==> src/rtl/uart_tx_rr_arbiter.sv <==
// uart_tx_rr_arbiter
// ------------------
// Shares one AXI-stream UART transmitter among N_CH AXI-stream requesters.
// Arbitration is round-robin. A grant stays with one channel for a whole
// packet, or until MAX_BURST beats have gone through when that limit is set.
// After a grant is released, the arbiter waits for the UART to stop shifting.
// It then idles for GAP_CYCLES clocks before it arbitrates again.
//
// Ports:
//   clk            system clock, everything on the rising edge
//   rst            synchronous active-high reset
//   s_axis_tdata   per-channel beat data, channel i at [i*DATA_WIDTH +: DATA_WIDTH]
//   s_axis_tvalid  per-channel valid
//   s_axis_tlast   per-channel end-of-packet
//   s_axis_tready  per-channel ready (only the granted channel ever sees ready)
//   m_axis_tdata   beat data towards the UART TX
//   m_axis_tvalid  valid towards the UART TX
//   m_axis_tready  ready from the UART TX
//   busy_in        UART TX frame-in-progress flag
//   grant_valid    high while a channel holds the grant
//   grant_id       currently / most recently granted channel
//   burst_cut      one-cycle pulse when a grant ends on the burst limit

module uart_tx_rr_arbiter #(
  parameter int N_CH       = 4,
  parameter int DATA_WIDTH = 8,
  parameter int ID_WIDTH   = 2,
  parameter int GAP_CYCLES = 2,
  parameter int MAX_BURST  = 0
) (
  input  logic                         clk,
  input  logic                         rst,
  input  logic [N_CH*DATA_WIDTH-1:0]   s_axis_tdata,
  input  logic [N_CH-1:0]              s_axis_tvalid,
  input  logic [N_CH-1:0]              s_axis_tlast,
  output logic [N_CH-1:0]              s_axis_tready,
  output logic [DATA_WIDTH-1:0]        m_axis_tdata,
  output logic                         m_axis_tvalid,
  input  logic                         m_axis_tready,
  input  logic                         busy_in,
  output logic                         grant_valid,
  output logic [ID_WIDTH-1:0]          grant_id,
  output logic                         burst_cut
);

  localparam int BEAT_W = (MAX_BURST > 0) ? $clog2(MAX_BURST + 1) : 1;
  localparam int GAP_W  = (GAP_CYCLES > 0) ? $clog2(GAP_CYCLES + 1) : 1;

  localparam logic [BEAT_W-1:0] LAST_BEAT =
    (MAX_BURST > 0) ? BEAT_W'(MAX_BURST - 1) : '0;
  localparam logic [GAP_W-1:0]  GAP_LAST  =
    (GAP_CYCLES > 0) ? GAP_W'(GAP_CYCLES - 1) : '0;

  typedef enum logic [1:0] {
    ST_IDLE,
    ST_LOCK,
    ST_DRAIN,
    ST_GAP
  } state_t;

  state_t              state;
  logic [ID_WIDTH-1:0] last_id;
  logic [BEAT_W-1:0]   beat_cnt;
  logic [GAP_W-1:0]    gap_cnt;
  logic                drain_first;

  logic [ID_WIDTH-1:0] pick;
  logic                beat_acc;
  logic                limit_hit;

  // Round-robin search starting just after the last served channel.
  // Channel last+1 has the highest priority and channel last the lowest.
  always_comb begin
    int cand;
    logic found;
    pick  = last_id;
    found = 1'b0;
    cand  = 0;
    for (int i = 1; i <= N_CH; i++) begin
      cand = int'(last_id) + i;
      if (cand >= N_CH) begin
        cand = cand - N_CH;
      end
      if (!found && s_axis_tvalid[cand[ID_WIDTH-1:0]]) begin
        found = 1'b1;
        pick  = cand[ID_WIDTH-1:0];
      end
    end
  end

  // The granted channel is wired straight through to the UART while locked.
  // Its tready depends only on the UART's ready, never on the channel's own
  // valid, so no valid-to-ready path exists.
  always_comb begin
    s_axis_tready = '0;
    m_axis_tvalid = 1'b0;
    m_axis_tdata  = '0;
    if (state == ST_LOCK) begin
      s_axis_tready[grant_id] = m_axis_tready;
      m_axis_tvalid           = s_axis_tvalid[grant_id];
      m_axis_tdata            = s_axis_tdata[grant_id*DATA_WIDTH +: DATA_WIDTH];
    end
  end

  assign beat_acc  = m_axis_tvalid & m_axis_tready;
  // The beat being accepted is the last one the burst limit allows.
  assign limit_hit = (MAX_BURST > 0) && (beat_cnt == LAST_BEAT);

  // Main sequencer: IDLE -> LOCK -> DRAIN -> (GAP) -> IDLE.
  // The first DRAIN cycle ignores busy_in, because the UART raises busy one
  // clock after it accepts a beat. When the burst limit is off, the beat
  // counter never moves, so it cannot wrap.
  always_ff @(posedge clk) begin
    if (rst) begin
      state       <= ST_IDLE;
      grant_id    <= '0;
      last_id     <= ID_WIDTH'(N_CH - 1);
      beat_cnt    <= '0;
      gap_cnt     <= '0;
      drain_first <= 1'b0;
      grant_valid <= 1'b0;
      burst_cut   <= 1'b0;
    end else begin
      burst_cut <= 1'b0;
      case (state)
        ST_IDLE: begin
          if (|s_axis_tvalid) begin
            grant_id    <= pick;
            last_id     <= pick;
            beat_cnt    <= '0;
            grant_valid <= 1'b1;
            state       <= ST_LOCK;
          end
        end
        ST_LOCK: begin
          if (beat_acc) begin
            if (MAX_BURST > 0) begin
              beat_cnt <= beat_cnt + 1'b1;
            end
            if (s_axis_tlast[grant_id]) begin
              grant_valid <= 1'b0;
              drain_first <= 1'b1;
              state       <= ST_DRAIN;
            end else if (limit_hit) begin
              grant_valid <= 1'b0;
              drain_first <= 1'b1;
              burst_cut   <= 1'b1;
              state       <= ST_DRAIN;
            end
          end
        end
        ST_DRAIN: begin
          if (drain_first) begin
            drain_first <= 1'b0;
          end else if (!busy_in) begin
            if (GAP_CYCLES > 0) begin
              gap_cnt <= '0;
              state   <= ST_GAP;
            end else begin
              state   <= ST_IDLE;
            end
          end
        end
        ST_GAP: begin
          gap_cnt <= gap_cnt + 1'b1;
          if (gap_cnt == GAP_LAST) begin
            state <= ST_IDLE;
          end
        end
        default: begin
          state <= ST_IDLE;
        end
      endcase
    end
  end

endmodule

==> config.mk <==
export PLATFORM = sky130hd
export DESIGN_NAME = uart_tx_rr_arbiter
export DESIGN_NICKNAME = d
export VERILOG_FILES = /design/src/rtl/uart_tx_rr_arbiter.sv
export SDC_FILE = /design/constraint.sdc
export NUM_CORES = 1
export LEC_CHECK = 0
export CORE_MARGIN = 10
export CORE_UTILIZATION = 40
export DETAILED_ROUTE_END_ITERATION = 6
export GPL_TIMING_DRIVEN = 0
export PLACE_DENSITY = 0.93
export SLEW_MARGIN = 25
export SYNTH_ARGS = -nofsm -noshare
export SYNTH_HDL_FRONTEND = slang
export SYNTH_SLANG_ARGS = --single-unit
==> constraint.sdc <==
create_clock -name clk -period 2.8 [get_ports clk]
set_input_delay 0.56 -clock clk [delete_from_list [all_inputs] [get_ports clk]]
set_output_delay 0.56 -clock clk [all_outputs]
set_load 0.05 [all_outputs]
==> summary.txt <==
Logic synthesis
  – Yosys top cell area share: 0.199
  – Cell count after synthesis: 108
  – Yosys Warn Count: 0
  – Area of the mapped netlist: 1010 µm²
  – Cell taking the most area after synthesis: dfxtp_1
  – Sequential share of the synthesized area: 0.199
  – Syn_area_per_cell: 9.34 µm²
  – Top cells by count, synth: and2_1 (10), dfxtp_1 (10), inv_1 (8), mux4_2 (7), nand2_1 (7)
  – Post-synth ARST share: 0
  – Synth area leaders: dfxtp_1 (20%), mux4_2 (16%), mux4_1 (7.8%)
  – Post-synth EDFFs: 0
  – Syn Nets: 158
  – Yosys cell types: 35
  – Top_reg_cell synth: dfxtp_1
  – Synth Register Bits: 10

Status
  – Outcome: completed

Global routing
  – Initial antenna violation count: 0
  – Largest net degree at the start of global routing: 11
  – Vias in the first global route: between 1000 and 1500
  – First-pass GRT wire length: 6270 µm
  – Gr ovfl total: 0
  – Gr usage total: 0.155

Pwr
  – Sequential power share: 0.183
  – Switching Share: 0.513
  – Pint: 0.000660 W
  – Switch Pwr: just under 0.0007 W
  – Max IR drop VDD: 0.678 mV
  – Leak Pwr: just under 0.7 nW
  – Final Power: ~0.0014 W
  – Comb pwr share: 0.748
  – Cell Pwr Density: approximately 830 nW/µm²
  – Clk network pwr share: 0.069

Timing
  – Fin crit share: 0.949
  – RSZ-0062 raised after global routing: false
  – Max-slew violations: 0
  – Minimum clock period: between 2000 and 3000 ps
  – Fmax: 376 MHz
  – Final setup vio count: 0
  – Worst rel slew slack: 0.656
  – Tightest Pin Transition: 516 ps
  – Final Hold Fails: 0
  – Clk_skew: 4.85 ps

Setup path
  – Crit-path max FO: 1
  – Delay of the slowest critical-path stage: 510 ps
  – WS Path Type: input port to primary output
  – Slowest CP cell: mux4_1
  – Crit start category: input port
  – Critical Path AT: 2100 ps
  – Worst Path Buf+Inv: 2
  – Setup crit end kind: primary output
  – Crit-path leading delay family: buffers and inverters
  – Critical path, cell by cell: clkdlybuf4s50_1 -> mux4_1 -> and2_1 -> dlygate4sd2_1
  – Critical path data required time: 2240 ps

Floorplan
  – Core area: 2430 µm²
  – Die footprint: 4930 µm²
  – Initial Util: 0.415
  – Top Ports: 61
  – Std cell rows: 18
  – Die span in x: 70.2 µm
  – Die Y: ~70 µm

Worst hold path
  – HP Class: register to register

Placement
  – Final Wtd Congestion: 0.846
  – Post-place instance area: approximately 1600 µm²
  – Cell Count Post-Placement: 197
  – PortBufs: 59
  – DP HPWL: 3330 µm

Cells and area
  – Post-route insts no fill: 198
  – Design area: 1630 µm²
  – Final net count: 220
  – Synth-to-layout area growth: 61.9%
  – Fin util: 0.671
  – Fillers: 197
  – Number of diodes: 0
  – Layout cells sized above 1: 0.125

Run
  – Max-Cap Viols: 0

Routing
  – Initial DRC count: 84
  – Drt drc: 0
  – Final wirelength: 3850 µm
  – Routed length per placed instance: 19.4 µm
  – Post-route ant nets: 0
  – First-pass DRT Iterations: 5
  – Routed via count: 1126
  – Vias/cell: 5.69

Clock network
  – CTS Buffer Depth: 2
  – Clock root cell: clkbuf_4
  – CTS tree: yes
  – Clock transition at path regs: 50 ps
  – Clk_lat worst skew: 260 ps
  – H-tree depth: 1
  – CTS sink count: 10
  – Number of setup buffers added after CTS: 0
  – Cts hold-fix bufs: 0
  – Num CTS Buffers: 3
## sequential cells by signal, indices dropped and copies added, names as in the netlist
signal	flops
grant_valid	1
state	2
grant_id	2
gap_cnt	2
last_id	2
drain_first	1
## cell families after synthesis
family,count (synthesis),share of synthesized area
buffers and inverters,15,0.0682
adders and majority gates,6,0.0744
and+or+nand+nor,40,0.221
AOI/OAI and AO/OA,20,0.138
DFF,10,0.199
other,1,0.00372
muxes,16,0.297
## cell type report
type                    count  area (µm²)  area share
multi-input cells          83         744       0.456
repair buffers             59         567       0.347
inverters                   8        30.0      0.0184
flip-flops and latches     10         200       0.123
clock buffers               3        22.5      0.0138
well taps                  30        37.5      0.0230
plain buffers               5        31.3      0.0192
## cell usage in the layout, fill, tap and decap left out, types with 4 or more instances in the layout
master,instances
clkdlybuf4s50_1,46
and2_1,10
dfxtp_1,10
dlygate4sd2_1,9
inv_1,8
mux4_2,7
nand2_1,7
a21oi_1,6
ha_1,6
nor2_1,5
clkbuf_2,4
nand2b_1,4
mux2i_1,4
o21ai_0,4
## routing by layer
metal	wire length, µm	track usage	up-vias
met2	1750	0.259	72
li1	-	-	528
met4	16	0.0263	0
met1	1610	0.185	524
met5	0	0	-
met3	476	0.0579	2
## power groups by stage
stage                Clock, W  Combinational (W)  Sequential [W]
finish              0.0000934            0.00101        0.000248
global route         0.000104            0.00110        0.000257
CTS                 0.0000964            0.00105        0.000235
detailed placement          0            0.00108        0.000239
global placement            0            0.00105        0.000232
floorplan                   0           0.000706        0.000290
## metrics by stage
stage,hold WS (ps),TNS (ps),setup WS (ps)
floorplan,432,0,173
global placement,440,-650,-223
detailed placement,445,-958,-236
CTS,453,0,13.4
global route,474,0,76.1
finish,452,0,144
## path summary, 6_finish.rpt
kind | cells after the start | endpoint | slack [ps] | startpoint
worst max-delay path | 4 | m_axis_tdata[7] | 140 | s_axis_tdata[7]
worst min register to register | 2 | gap_cnt[1]$_SDFFE_PP0P_ | 450 | gap_cnt[1]$_SDFFE_PP0P_
worst max register to register | 5 | state[0]$_SDFFE_PP0P_ | 1010 | grant_id[0]$_SDFFE_PP0P_
worst min-delay path | 2 | gap_cnt[1]$_SDFFE_PP0P_ | 450 | gap_cnt[1]$_SDFFE_PP0P_
## what timing repair did
item / 4_1_cts / 5_1_grt
resized for setup: 13 / 7
pin swaps: 0 / 0
endpoints found under the hold margin: 0 / 0
setup endpoints to repair: 12 / 10
## worst min-delay path, cell delays in order, from the launching register on
cell,delay [ps]
dfxtp_1,310
nand2_1,50
a21oi_1,50
(Power assumes the default switching activity.)
